File: config.mk
export PLATFORM = sky130hd
export DESIGN_NAME = pong_frame_renderer
export DESIGN_NICKNAME = d
export VERILOG_FILES = /design/src/rtl/pong_pkg.sv /design/src/rtl/pong_rect_scanner.sv /design/src/rtl/pong_frame_renderer.sv
export SDC_FILE = /design/constraint.sdc
export NUM_CORES = 1
export LEC_CHECK = 0
export ABC_AREA = 1
export BUFFER_PORTS_ARGS = -buffer_cell sky130_fd_sc_hd__buf_2
export CAP_MARGIN = 20
export CORE_ASPECT_RATIO = 1.75
export CORE_MARGIN = 2
export CORE_UTILIZATION = 45
export CTS_CLUSTER_DIAMETER = 30
export CTS_CLUSTER_SIZE = 12
export DETAILED_ROUTE_END_ITERATION = 12
export GPL_TIMING_DRIVEN = 0
export SYNTH_ARGS = -nofsm -noshare
export SYNTH_HDL_FRONTEND = slang
export SYNTH_SLANG_ARGS = --single-unit
File: constraint.sdc
create_clock -name clk -period 3.8 [get_ports clk]
set_input_delay 0.38 -clock clk [delete_from_list [all_inputs] [get_ports clk]]
set_output_delay 0.38 -clock clk [all_outputs]
set_load 0.01 [all_outputs]
File: src/rtl/pong_pkg.sv
`default_nettype none
// +--------------------------------------------------------------------------+
// | pong_pkg : shared screen geometry, colours and renderer state encoding   |
// | Rev 1.0  : initial release                                               |
// +--------------------------------------------------------------------------+
package pong_pkg;

   localparam int SCREEN_W = 160;
   localparam int SCREEN_H = 120;

   localparam logic [2:0] COL_BLACK = 3'b000;
   localparam logic [2:0] COL_WHITE = 3'b111;

   typedef enum logic [3:0] {
      ST_IDLE    = 4'd0,
      ST_CLEAR   = 4'd1,
      ST_ERASE_L = 4'd2,
      ST_ERASE_R = 4'd3,
      ST_ERASE_B = 4'd4,
      ST_UPDATE  = 4'd5,
      ST_LATCH   = 4'd6,
      ST_DRAW_L  = 4'd7,
      ST_DRAW_R  = 4'd8,
      ST_DRAW_B  = 4'd9
`ifdef PONG_CENTER_NET_EN
      , ST_DRAW_NET = 4'd10
`endif
   } state_t;

endpackage
`default_nettype wire

File: src/rtl/pong_rect_scanner.sv
`default_nettype none
// +--------------------------------------------------------------------------+
// | pong_rect_scanner : walks a width x height rectangle, column inner loop, |
// | one pixel per cycle while start is held; done flags the last pixel.      |
// | Rev 1.0  : initial release                                               |
// +--------------------------------------------------------------------------+
module pong_rect_scanner (
   input  logic       clk,
   input  logic       resetn,
   input  logic       start,
   input  logic [8:0] org_x,
   input  logic [7:0] org_y,
   input  logic [7:0] width,
   input  logic [7:0] height,
   output logic [9:0] cx,
   output logic [9:0] cy,
   output logic       active,
   output logic       done
);

   logic [7:0] r_col;
   logic [7:0] r_row;
   logic       w_last_col;
   logic       w_last_row;

   assign w_last_col = (r_col == width - 8'd1);
   assign w_last_row = (r_row == height - 8'd1);
   assign active     = start;
   assign done       = start & w_last_col & w_last_row;

   // Widened so off-screen pixels compare correctly instead of wrapping
   assign cx = {1'b0, org_x} + {2'b00, r_col};
   assign cy = {2'b00, org_y} + {2'b00, r_row};

   always_ff @(posedge clk) begin
      if (!resetn || !start || done) begin
         r_col <= 8'd0;
         r_row <= 8'd0;
      end else if (w_last_col) begin
         r_col <= 8'd0;
         r_row <= r_row + 8'd1;
      end else begin
         r_col <= r_col + 8'd1;
      end
   end

endmodule
`default_nettype wire

File: src/rtl/pong_frame_renderer.sv
`default_nettype none
// +--------------------------------------------------------------------------+
// | pong_frame_renderer : frame tick, erase/update/draw raster sequencer and  |
// | screen clear for a 160x120 vga_adapter. PONG_CENTER_NET_EN adds a net.   |
// | Rev 1.0  : initial release                                               |
// +--------------------------------------------------------------------------+
module pong_frame_renderer
   import pong_pkg::*;
#(
   parameter int PAD_W       = 2,
   parameter int PAD_H       = 16,
   parameter int BALL_SZ     = 2,
   parameter int LEFT_PAD_X  = 4,
   parameter int RIGHT_PAD_X = 154,
   parameter int FRAME_DIV   = 833333
) (
   input  logic       clk,
   input  logic       resetn,
   input  logic       run,
   input  logic       clear_req,
   input  logic [7:0] left_pad_y,
   input  logic [7:0] right_pad_y,
   input  logic [8:0] ball_x,
   input  logic [7:0] ball_y,
   output logic       update_pulse,
   output logic [8:0] x,
   output logic [7:0] y,
   output logic [2:0] colour,
   output logic       plot,
   output logic       busy,
   output logic       overrun
);

   localparam int               DIV_W    = (FRAME_DIV > 1) ? $clog2(FRAME_DIV) : 1;
   localparam logic [DIV_W-1:0] DIV_LAST = DIV_W'(FRAME_DIV - 1);

   state_t           r_state;
   state_t           w_state_next;
   logic [DIV_W-1:0] r_div;
   logic             r_tick_pending;
   logic             r_clear_pending;
   logic [7:0]       r_old_left;
   logic [7:0]       r_old_right;
   logic [8:0]       r_old_ball_x;
   logic [7:0]       r_old_ball_y;

   logic             w_scan;
   logic             w_is_net;
   logic [8:0]       w_org_x;
   logic [7:0]       w_org_y;
   logic [7:0]       w_rect_w;
   logic [7:0]       w_rect_h;
   logic [2:0]       w_colour;
   logic [9:0]       w_cx;
   logic [9:0]       w_cy;
   logic             w_active;
   logic             w_done;
   logic             w_plot;
   logic             w_wrap;
   logic             w_take_tick;
   logic             w_clear_done;

   logic             r_update;
   logic [8:0]       r_x;
   logic [7:0]       r_y;
   logic [2:0]       r_colour;
   logic             r_plot;
   logic             r_busy;
   logic             r_overrun;

   pong_rect_scanner u_scanner (
      .clk    (clk),
      .resetn (resetn),
      .start  (w_scan),
      .org_x  (w_org_x),
      .org_y  (w_org_y),
      .width  (w_rect_w),
      .height (w_rect_h),
      .cx     (w_cx),
      .cy     (w_cy),
      .active (w_active),
      .done   (w_done)
   );

   assign w_wrap       = (r_div == DIV_LAST);
   assign w_take_tick  = (r_state == ST_IDLE) & ~r_clear_pending & r_tick_pending;
   assign w_clear_done = (r_state == ST_CLEAR) & w_done;

   // Net dashes: 4 rows on, 4 rows off
   assign w_plot = w_active & ~(w_is_net & w_cy[2]) &
                   (w_cx < 10'(SCREEN_W)) & (w_cy < 10'(SCREEN_H));

   always_ff @(posedge clk) begin
      if (!resetn) begin
         r_state <= ST_CLEAR;
      end else begin
         r_state <= w_state_next;
      end
   end

   always_comb begin
      w_state_next = r_state;
      case (r_state)
         ST_IDLE: begin
            if (r_clear_pending)     w_state_next = ST_CLEAR;
            else if (r_tick_pending) w_state_next = ST_ERASE_L;
         end
         ST_CLEAR:   if (w_done) w_state_next = ST_IDLE;
         ST_ERASE_L: if (w_done) w_state_next = ST_ERASE_R;
         ST_ERASE_R: if (w_done) w_state_next = ST_ERASE_B;
         ST_ERASE_B: if (w_done) w_state_next = ST_UPDATE;
         ST_UPDATE:  w_state_next = ST_LATCH;
         ST_LATCH:   w_state_next = ST_DRAW_L;
         ST_DRAW_L:  if (w_done) w_state_next = ST_DRAW_R;
         ST_DRAW_R:  if (w_done) w_state_next = ST_DRAW_B;
`ifdef PONG_CENTER_NET_EN
         ST_DRAW_B:   if (w_done) w_state_next = ST_DRAW_NET;
         ST_DRAW_NET: if (w_done) w_state_next = ST_IDLE;
`else
         ST_DRAW_B:  if (w_done) w_state_next = ST_IDLE;
`endif
         default:    w_state_next = ST_IDLE;
      endcase
   end

   // Erase and draw share geometry; draw runs after LATCH, so both use old regs
   always_comb begin
      w_scan   = 1'b0;
      w_is_net = 1'b0;
      w_org_x  = 9'd0;
      w_org_y  = 8'd0;
      w_rect_w = 8'd1;
      w_rect_h = 8'd1;
      w_colour = COL_BLACK;
      case (r_state)
         ST_CLEAR: begin
            w_scan   = 1'b1;
            w_rect_w = 8'(SCREEN_W);
            w_rect_h = 8'(SCREEN_H);
         end
         ST_ERASE_L, ST_DRAW_L: begin
            w_scan   = 1'b1;
            w_org_x  = 9'(LEFT_PAD_X);
            w_org_y  = r_old_left;
            w_rect_w = 8'(PAD_W);
            w_rect_h = 8'(PAD_H);
            w_colour = (r_state == ST_DRAW_L) ? COL_WHITE : COL_BLACK;
         end
         ST_ERASE_R, ST_DRAW_R: begin
            w_scan   = 1'b1;
            w_org_x  = 9'(RIGHT_PAD_X);
            w_org_y  = r_old_right;
            w_rect_w = 8'(PAD_W);
            w_rect_h = 8'(PAD_H);
            w_colour = (r_state == ST_DRAW_R) ? COL_WHITE : COL_BLACK;
         end
         ST_ERASE_B, ST_DRAW_B: begin
            w_scan   = 1'b1;
            w_org_x  = r_old_ball_x;
            w_org_y  = r_old_ball_y;
            w_rect_w = 8'(BALL_SZ);
            w_rect_h = 8'(BALL_SZ);
            w_colour = (r_state == ST_DRAW_B) ? COL_WHITE : COL_BLACK;
         end
`ifdef PONG_CENTER_NET_EN
         ST_DRAW_NET: begin
            w_scan   = 1'b1;
            w_is_net = 1'b1;
            w_org_x  = 9'(SCREEN_W / 2);
            w_rect_h = 8'(SCREEN_H);
            w_colour = COL_WHITE;
         end
`endif
         default: ;
      endcase
   end

   always_ff @(posedge clk) begin
      if (!resetn) begin
         r_div           <= '0;
         r_tick_pending  <= 1'b0;
         r_clear_pending <= 1'b0;
         r_overrun       <= 1'b0;
         r_old_left      <= 8'd0;
         r_old_right     <= 8'd0;
         r_old_ball_x    <= 9'd0;
         r_old_ball_y    <= 8'd0;
      end else begin
         r_div           <= w_wrap ? '0 : r_div + DIV_W'(1);
         r_tick_pending  <= (r_tick_pending & ~w_take_tick) | (w_wrap & run & ~r_tick_pending);
         r_overrun       <= w_wrap & run & r_tick_pending;
         r_clear_pending <= clear_req | (r_clear_pending & ~w_clear_done);
         if (r_state == ST_LATCH) begin
            r_old_left   <= left_pad_y;
            r_old_right  <= right_pad_y;
            r_old_ball_x <= ball_x;
            r_old_ball_y <= ball_y;
         end
      end
   end

   always_ff @(posedge clk) begin
      if (!resetn) begin
         r_x      <= 9'd0;
         r_y      <= 8'd0;
         r_colour <= COL_BLACK;
         r_plot   <= 1'b0;
         r_update <= 1'b0;
         r_busy   <= 1'b1;
      end else begin
         r_x      <= w_cx[8:0];
         r_y      <= w_cy[7:0];
         r_colour <= w_colour;
         r_plot   <= w_plot;
         r_update <= (r_state == ST_UPDATE);
         r_busy   <= (w_state_next != ST_IDLE);
      end
   end

   assign x            = r_x;
   assign y            = r_y;
   assign colour       = r_colour;
   assign plot         = r_plot;
   assign update_pulse = r_update;
   assign busy         = r_busy;
   assign overrun      = r_overrun;

endmodule
`default_nettype wire

==> flow_summary.toml <==
[floorplanning]
start_util_pct = 46.0
die_w_um = 82.8
die-area_um2 = 11700
die_h_um = 142
io_pins = 61
num_rows = 50
core_area_um2 = 10600

[sta]
worstMarginPinSlew_ns = 0.773
final_hold_viol_count = 0
rsz0062_at_grt = "false"
drv_slew = 0
timing.final.ws_setup_ns = 0.316
clock.fmax_mhz = 287
post-route-period-util_pct = 91.7
slew_headroom_pct = 48.0
finalSetupViolCount = 0
clock_skew_ns = 0.00649
fin_crit_ns = 3.48

[min_path]
hold_depth = 3
hp-class = "input port to register"
hold_end = "r_clear_pending$_SDFF_PN0_"
worstHoldStart = "clear_req"

[clocking]
cts.sink_count = 97
cts_buffer_depth = 2
tritoncts = "yes"
clk_latency_ns = 0.35
numCtsBuffers = 9
cts.reportedPaths.clkPinSlew_ns = 0.07
htree_num_levels = 3
root_buffer = "clkbuf_16"

[worst_setup_path]
crit_path_frequent_cell = "inv_1"
cpMaxStageDelayCell = "dfxtp_1"
arrival_ns = 3.77
r2r_start = "r_state[3]$_SDFF_PN0_"
critPathMaxStageDelay_ns = 0.50
critPathKind = "register to register"
worst-r2r-cell-count = 20
r2r-end = "plot$_SDFF_PN0_"
end_kind = "register"
critPathLaunchType = "register"
crit_required_ns = 4.08
cp_max_fo = 10
path_cells = "nand2_1, nor2_1, nor2_4, inv_1, clkbuf_2, nand2_1, nand3_1, ha_1, inv_1, fa_1, inv_1, nand3_1, nand2_1, a21o_1, a21oi_1, xor2_1, inv_1, nand3_1, nand4_1, nor2_1"
rrSetupSlack_ns = 0.32

[drt]
wl_per_cell_um = 13.5
vias = 4461
antenna_left = 0
wl_um = 12000
drc = 0
viasPerCell = 5.01
dr.pass1.iters = 5
drt-initial-drc-count = 145

[logic_synthesis]
yosys-top-cells-count = "nor2_1, nand2_1, dfxtp_1"
yosysSeqAreaShare_pct = 39.7
yosysMostFrequentCell = "nor2_1"
synth_edf_count = 0
yosys-top-cells-area = "dfxtp_1, nor2_1, nand2_1"
ys_async_sr_fraction_pct = 0
synth-seq-cells = 97
ys_types = 42
synth_ff_type = "dfxtp_1"
netlist_area_um2 = 4890
synth_top_area_share_pct = 39.7
synth_nets = 743
syn_inst = 683
synth.avg_cell_area_um2 = 7.16
synth_top_cell_by_area = "dfxtp_1"
synth_warnings = 0

[outcome]
status = "finished, final reports clean"

[placed_design]
port_buffers = 60
dp_hpwl_um = 9800
post-place-ws_ns = -0.0253
gp_congestion = 0.897

[finish]
layout-drive-gt1-share_pct = 16.1
fillCellCount = 1106
area_growth_pct = 16.3
final_nets = 816
final_core_util_pct = 53.4
diodes = 0

[power]
p_leak_nw = 2.57
total_power_w = 0.00218
ir_drop_uv = 238
powerDensity_nw_per_um2 = 383

[global_route]
grt_pass1_wl_um = 18900
grt_max_degree = 17
grt.total_usage_pct = 21.3
first_global_vias = 4235
grt_antenna_before_repair = 0
grt_overflow = 0

[flow_run]
max_cap_violations = 0
[registers in the layout, indices dropped and copies added (netlist names), 4 cells and up]
name	flops
r_div	20
r_old_ball_x	9
x	9
r_old_ball_y	8
r_old_left	8
r_old_right	8
u_scanner.r_col	8
u_scanner.r_row	8
y	8
r_state	4
[power by group]
group	switching, W	internal (W)
Combinational	0.000135	0.0000795
Clock	0.000396	0.000510
Sequential	0.0000209	0.00104
[worst max-delay path by stage]
| stage | endpoint | cells after the start | start | slack, ns |
|---|---|---|---|---|
| final | plot$_SDFF_PN0_ | 20 | r_state[3]$_SDFF_PN0_ | 0.32 |
| after CTS | plot$_SDFF_PN0_ | 20 | r_state[3]$_SDFF_PN0_ | 0.15 |
| after floorplan | plot$_SDFF_PN0_ | 20 | r_state[3]$_SDFF_PN0_ | 1.07 |
| after global routing | plot$_SDFF_PN0_ | 20 | r_state[3]$_SDFF_PN0_ | 0.01 |
| after detailed placement | plot$_SDFF_PN0_ | 18 | r_state[0]$_SDFF_PN1_ | -0.03 |
| after global placement | plot$_SDFF_PN0_ | 17 | r_state[0]$_SDFF_PN1_ | 0.03 |
[routing by layer]
layer | wire length (um) | track usage (%)
met5 | 0 | 0
met3 | 340 | 3.24
met1 | 4480 | 20.8
met4 | 521 | 11.5
met2 | 6680 | 40.7
[critical path: cells and delay by family (launching register included)]
| kind | cells | cell delay, ns |
|---|---|---|
| simple gates | 10 | 1.27 |
| buf+inv | 5 | 0.68 |
| fa+ha+maj | 2 | 0.55 |
| flops | 1 | 0.50 |
| compound gates | 2 | 0.22 |
| xor+xnor | 1 | 0.18 |
[cells by family (layout without fill, tap and decap cells)]
| group | after synthesis | in the layout | share of synthesized area [%] |
|---|---|---|---|
| simple gates | 348 | 348 | 32.4 |
| xor+xnor | 17 | 17 | 3.05 |
| buf+inv | 98 | 175 | 7.71 |
| fa+ha+maj | 23 | 23 | 6.20 |
| compound gates | 100 | 100 | 10.9 |
| flops | 97 | 97 | 39.7 |
[placed cells by master, fill, tap and decap left out, types with 2 or more instances in the layout]
cell,instances
o21bai_1,2
nor3b_1,4
clkinvlp_4,2
o21ai_1,2
nand3b_1,2
nor3_2,2
fa_1,2
dfxtp_1,97
nor3_1,14
clkbuf_1,14
or2_2,4
xnor2_1,7
nand2_2,10
clkinv_4,2
nor4_1,2
a21oi_1,42
clkbuf_16,9
nand4_1,12
nand3_2,3
nor2_1,132
nor2_4,2
nor2_2,6
o21ai_0,44
a211oi_1,3
o211ai_1,2
inv_2,5
nand2_1,121
buf_4,4
buf_2,61
xor2_1,10
nand3_1,27
nor3b_2,2
inv_1,74
ha_1,21
[through the flow]
stage          cell area [um2]  std cells  TNS (ns)  hold WS (ns)
6_report                  5680        890         0         0.278
5_1_grt                   5680        890         0         0.286
4_1_cts                   5650        888         0         0.278
3_5_place_dp              5350        873   -0.0253         0.441
3_3_place_gp              5350        873         0         0.429
2_1_floorplan             4890        683         0         0.417
[layout make-up]
type,instances,area [um2],area share (%)
Buffer,18,77.6,1.37
Clock buffer,9,225,3.96
Clock inverter,6,68.8,1.21
Inverter,80,304,5.35
Multi-Input combinational cell,488,2590,45.5
Sequential cell,97,1940,34.2
Tap cell,130,163,2.86
Timing Repair Buffer,62,315,5.55
[timing repair]
action,CTS,global route
hold endpoints to repair,0,0
endpoints found under the setup margin,1,1
gates resized for setup,1,4
setup buffers,0,2
hold buffers,0,0
Note: power is estimated with default switching activity, not from simulation.
